[config.mk]
export PLATFORM = sky130hd
export DESIGN_NAME = dmem_access_ctrl
export DESIGN_NICKNAME = d
export VERILOG_FILES = /design/src/rtl/dmem_access_ctrl_pkg.sv /design/src/rtl/dmem_timeout_cnt.sv /design/src/rtl/dmem_access_ctrl.sv
export SDC_FILE = /design/constraint.sdc
export NUM_CORES = 1
export LEC_CHECK = 0
export CAP_MARGIN = 5
export CELL_PAD_IN_SITES_DETAIL_PLACEMENT = 1
export CELL_PAD_IN_SITES_GLOBAL_PLACEMENT = 2
export CORE_AREA = 4 4 153 155
export CTS_BUF_LIST = sky130_fd_sc_hd__clkbuf_16
export DETAILED_ROUTE_END_ITERATION = 6
export DIE_AREA = 0 0 157 159
export HOLD_SLACK_MARGIN = 0.02
export PLACE_DENSITY_LB_ADDON = 0.15
export SYNTH_ARGS = -nofsm -noshare
export SYNTH_HDL_FRONTEND = slang
export SYNTH_SLANG_ARGS = --single-unit
[constraint.sdc]
create_clock -name clk_i -period 4 [get_ports clk_i]
set_input_delay 0.8 -clock clk_i [delete_from_list [all_inputs] [get_ports clk_i]]
set_output_delay 0.8 -clock clk_i [all_outputs]
set_load 0.02 [all_outputs]
[src/rtl/dmem_access_ctrl_pkg.sv]
// Shared definitions for the MEM-stage data memory sequencer.
package dmem_access_ctrl_pkg;

  // State encodings for the access FSM
  localparam logic [1:0] ST_IDLE   = 2'd0;
  localparam logic [1:0] ST_ACCESS = 2'd1;
  localparam logic [1:0] ST_DONE   = 2'd2;

  // Cycles allowed in ACCESS without an ack before the access is aborted
  localparam int DEFAULT_DMEM_TIMEOUT = 15;

  typedef enum logic [1:0] {
    S_IDLE   = ST_IDLE,
    S_ACCESS = ST_ACCESS,
    S_DONE   = ST_DONE
  } dmem_state_e;

endpackage

[src/rtl/dmem_timeout_cnt.sv]
// Clearable cycle counter with terminal-count detect for the access timeout.
// expire_o fires in the TIMEOUT-th enabled cycle, i.e. the cycle in which the
// count would reach TIMEOUT.
module dmem_timeout_cnt #(
  parameter int TIMEOUT = 15
) (
  input  logic clk_i,
  input  logic rst_i,
  input  logic clr_i,
  input  logic en_i,
  output logic expire_o
);

  localparam int              CW   = $clog2(TIMEOUT + 1);
  localparam logic [CW-1:0]   LAST = CW'(TIMEOUT - 1);

  logic [CW-1:0] cnt_q, cnt_d;

  // Next count: clear has priority, otherwise advance while enabled
  always_comb begin
    cnt_d = cnt_q;
    if (clr_i)     cnt_d = '0;
    else if (en_i) cnt_d = cnt_q + 1'b1;
  end

  // Count register
  always_ff @(posedge clk_i) begin
    if (rst_i) cnt_q <= '0;
    else       cnt_q <= cnt_d;
  end

  assign expire_o = en_i && (cnt_q == LAST);

endmodule

[src/rtl/dmem_access_ctrl.sv]
// MEM-stage data memory sequencer: turns a one-cycle MemRead/MemWrite into a
// held req/ack transaction, stalls the pipeline until completion, aborts on
// timeout and counts stall cycles.
module dmem_access_ctrl
  import dmem_access_ctrl_pkg::*;
#(
  parameter int ADDR_W  = 32,
  parameter int DATA_W  = 32,
  parameter int TIMEOUT = DEFAULT_DMEM_TIMEOUT
) (
  input  logic              clk_i,
  input  logic              rst_i,
  input  logic              MemRead_i,
  input  logic              MemWrite_i,
  input  logic [ADDR_W-1:0] addr_i,
  input  logic [DATA_W-1:0] wdata_i,
  output logic              mem_req_o,
  output logic              mem_we_o,
  output logic [ADDR_W-1:0] mem_addr_o,
  output logic [DATA_W-1:0] mem_wdata_o,
  input  logic              mem_ack_i,
  input  logic [DATA_W-1:0] mem_rdata_i,
  output logic              stall_o,
  output logic [DATA_W-1:0] rdata_o,
  output logic              err_o,
  output logic [31:0]       stall_cycles_o
);

  dmem_state_e       state_q;
  logic              req_q, we_q, err_q;
  logic [ADDR_W-1:0] addr_q;
  logic [DATA_W-1:0] wdata_q, rdata_q;
  logic [31:0]       stall_cnt_q, stall_cnt_d;
  logic              mem_op, expire, stall;

  assign mem_op = MemRead_i | MemWrite_i;

  // Combinational so the pipeline freezes in the same cycle the request shows up
  assign stall = !rst_i && (((state_q == S_IDLE) && mem_op) || (state_q == S_ACCESS));

  // Counter is held clear while idle, so it starts from zero on entering ACCESS
  dmem_timeout_cnt #(.TIMEOUT(TIMEOUT)) u_tmo (
    .clk_i   (clk_i),
    .rst_i   (rst_i),
    .clr_i   (state_q == S_IDLE),
    .en_i    (state_q == S_ACCESS),
    .expire_o(expire)
  );

  // Access FSM with registered request, latched command and load result
  always_ff @(posedge clk_i) begin
    if (rst_i) begin
      state_q <= S_IDLE;
      req_q   <= 1'b0;
      we_q    <= 1'b0;
      addr_q  <= '0;
      wdata_q <= '0;
      rdata_q <= '0;
      err_q   <= 1'b0;
    end else begin
      case (state_q)
        S_IDLE: begin
          if (mem_op) begin
            state_q <= S_ACCESS;
            req_q   <= 1'b1;
            we_q    <= MemWrite_i;  // write wins when both are raised
            addr_q  <= addr_i;
            wdata_q <= wdata_i;
          end
        end
        S_ACCESS: begin
          // ack beats a coinciding timeout
          if (mem_ack_i) begin
            state_q <= S_DONE;
            req_q   <= 1'b0;
            if (!we_q) rdata_q <= mem_rdata_i;
          end else if (expire) begin
            state_q <= S_DONE;
            req_q   <= 1'b0;
            err_q   <= 1'b1;
            if (!we_q) rdata_q <= '0;
          end
        end
        // EX/MEM still shows the finished instruction here; ignore it
        S_DONE:  state_q <= S_IDLE;
        default: begin
          state_q <= S_IDLE;
          req_q   <= 1'b0;
        end
      endcase
    end
  end

  assign stall_cnt_d = stall_cnt_q + 32'd1;

  // Performance counter of stalled cycles, wraps naturally
  always_ff @(posedge clk_i) begin
    if (rst_i)      stall_cnt_q <= '0;
    else if (stall) stall_cnt_q <= stall_cnt_d;
  end

  assign mem_req_o      = req_q;
  assign mem_we_o       = we_q;
  assign mem_addr_o     = addr_q;
  assign mem_wdata_o    = wdata_q;
  assign stall_o        = stall;
  assign rdata_o        = rdata_q;
  assign err_o          = err_q;
  assign stall_cycles_o = stall_cnt_q;

endmodule

==> results.cfg <==
[synth]
synth.avg_cell_area_um2 = 8.26
syn_nets = 759
synth-seq-area-share_pct = 50.7
synth_cell_types = 48
ys_async_sr_fraction_pct = 0
synthFlopType = dfxtp_1
syn_inst = 655
ys_warn_count = 0
synth_area_um2 = 5410
synth_top_area_cell = dfxtp_1
synth_area_leaders = dfxtp_1 (51%), nand2_1 (12%), a21oi_1 (11%)
ys_ff_latch = 137
synth_top_area_share_pct = 50.7
synth_edf_count = 0

[clock_network]
clk_pin_slew_ns = 0.06
cts_tree = yes
post_cts_buffers = 0
cts_sinks = 137
clock_latency_ns = 0.42
hold_buffers = 0
cts-root-buf = clkbuf_16
cts.path.max_buffers = 2
postCtsResizedCells = 0
h-tree-depth = 4
numCtsBuffers = 17

[sta]
setup_violations = 0
final_hold_viol_count = 0
layout_min_cycle_time_ns = 3.32
setup_ws_ns = 0.676
fin_crit_sh_pct = 83.1
rsz0062_at_grt = false
fin_skew_ns = 0.00787
max-slew-margin-rel_pct = 40.3
max_freq_mhz = 301
worst_slew_pin_slew_ns = 0.895
drv_slew = 0
setup_tns_ns = 0

[detailed_routing]
drc_errors = 0
drt-total-wl_um = 19800
num_vias = 5546
vias_per_cell = 4.78
detail_route.wl_per_cell_um = 17.0
dr.pass1.iters = 4
drt_iter0_drc = 171
ant_nets = 0

[placement]
place_area_um2 = 7930
globalplace.congestion = 0.766
pre_cts_ws_ns = 0.637
dp_hpwl_um = 14000
io_buffers = 232

[die]
start_util_pct = 24.8
std_cell_rows = 54
die_w_um = 157
io_pins = 233
fp.dieH_um = 159
core_area_um2 = 21800
dieArea_um2 = 25000

[pwr]
p_sw_share_pct = 27.4
pwr-share-clk_pct = 41.8
p_leak_nw = 2.95
seq_power_share_pct = 42.3
ir_drop_uv = 274
p_int_mw = 2.54
power_density_nw_per_um2 = 412
combPwrFrac_pct = 15.9
p_switching_mw = 0.957

[grt]
grt_overflow = 0
met1_usage_pct = 19.7
use_met3_pct = 6.63
grt_max_degree = 79
grtUsageMet2_pct = 24.8
grt_pass1_vias = 5775
busiest_layer = met2
antenna_found_initial = 1
grt_use_total_pct = 15.7
grt_pass1_wl_um = 31700

[setup_path]
path_class = in2out
required_ns = 3.20
path_max_fanout = 5
arrival_ns = 2.52
cp-start-kind = input port
critical_path.endpoint_type = output pin

[final_layout]
layout_common_cells = clkdlybuf4s50_1 (231), nand2_1 (176), dfxtp_1 (137), a21oi_1 (115), nand3_1 (42)
syn2layout_area_growth_pct = 56.5
nets = 971
final_common_cell = clkdlybuf4s50_1
stdcell_area_um2 = 8470
diodes = 0
drive_above_1_share_pct = 6.25

[hold_path]
worstHoldPathType = reg2reg

[job]
cap_violations = 0

[outcome]
status = complete, no violations
## per-layer routing
metal | up-vias | wire, um
met1 | 2643 | 8720
met5 | - | 7
li1 | 2698 | -
met3 | 23 | 1790
met2 | 180 | 8970
met4 | 2 | 266
## worst paths after layout
path,cells after the start,end,slack [ns],start
worst max-delay path,5,stall_o,0.68,MemWrite_i
worst min-delay path,2,rdata_o[1],0.45,rdata_o[1]
worst min register to register,2,rdata_o[1],0.45,rdata_o[1]
worst max register to register,5,mem_addr_o[26],1.72,state_q[1]
## state kept, by name, summed over array words and instances, names as in the netlist
| register | cells |
|---|---|
| err_o | 1 |
| mem_addr_o | 32 |
| mem_req_o | 1 |
| mem_wdata_o | 32 |
| mem_we_o | 1 |
| rdata_o | 32 |
| stall_cycles_o | 32 |
| state_q | 2 |
| u_tmo.cnt_q | 4 |
## cell families after synthesis
| group | share of synthesized area [%] |
|---|---|
| adders and majority gates | 0.694 |
| DFF | 50.7 |
| buffers and inverters | 5.09 |
| and+or+nand+nor | 25.8 |
| muxes | 0.994 |
| AOI/OAI and AO/OA | 15.8 |
| xor gates and xnor gates | 0.971 |
## stage by stage
stage | utilization, % | std cells | hold WS (ns) | power (mW)
6_report | 38.8 | 1160 | 0.452 | 3.49
5_1_grt | 38.8 | 1160 | 0.475 | 3.66
4_1_cts | 38.8 | 1160 | 0.456 | 3.56
3_5_place_dp | 36.3 | 1128 | 0.447 | 2.07
3_3_place_gp | 36.3 | 1128 | 0.438 | 2.06
2_1_floorplan | - | 655 | 0.501 | 1.77
## power groups by stage
stage / clock (mW) / combinational [mW] / sequential, mW
after floorplan: 0 / 0.188 / 1.58
after global placement: 0 / 0.555 / 1.50
after detailed placement: 0 / 0.564 / 1.51
after CTS: 1.51 / 0.567 / 1.48
after global routing: 1.57 / 0.605 / 1.49
final: 1.46 / 0.555 / 1.48
## layout make-up
| cell class | count | area (um^2) |
|---|---|---|
| inverter | 7 | 26.3 |
| clock buffer | 17 | 425 |
| sequential | 137 | 2740 |
| clock inverter | 15 | 113 |
| timing repair buffer | 241 | 2400 |
| multi-input combinational | 463 | 2410 |
| fill | 2563 | 13400 |
| tap | 280 | 350 |
## worst max-delay path, stage by stage
cell             delay [ns]
clkdlybuf4s50_1        0.60
nor3_1                 0.10
buf_4                  0.16
nor3_1                 0.21
clkdlybuf4s50_1        0.66
## synthesized netlist by cell type (3+ instances only)
master    count
o41ai_1       8
or3_1         5
nand4_1      10
ha_1          3
buf_2        17
o21ai_0       7
mux2_2        3
nor4_1        5
dfxtp_1     137
o311ai_0      7
or4_1         8
inv_1         7
clkbuf_1     24
nand2_1     176
nor2_1       22
buf_6         4
xnor2_1       3
xor2_1        3
nand3_1      42
nor3_1        4
and2_1        3
o31ai_1       8
and4_1        5
a21oi_1     115
Note: power is estimated with default switching activity, not from simulation.
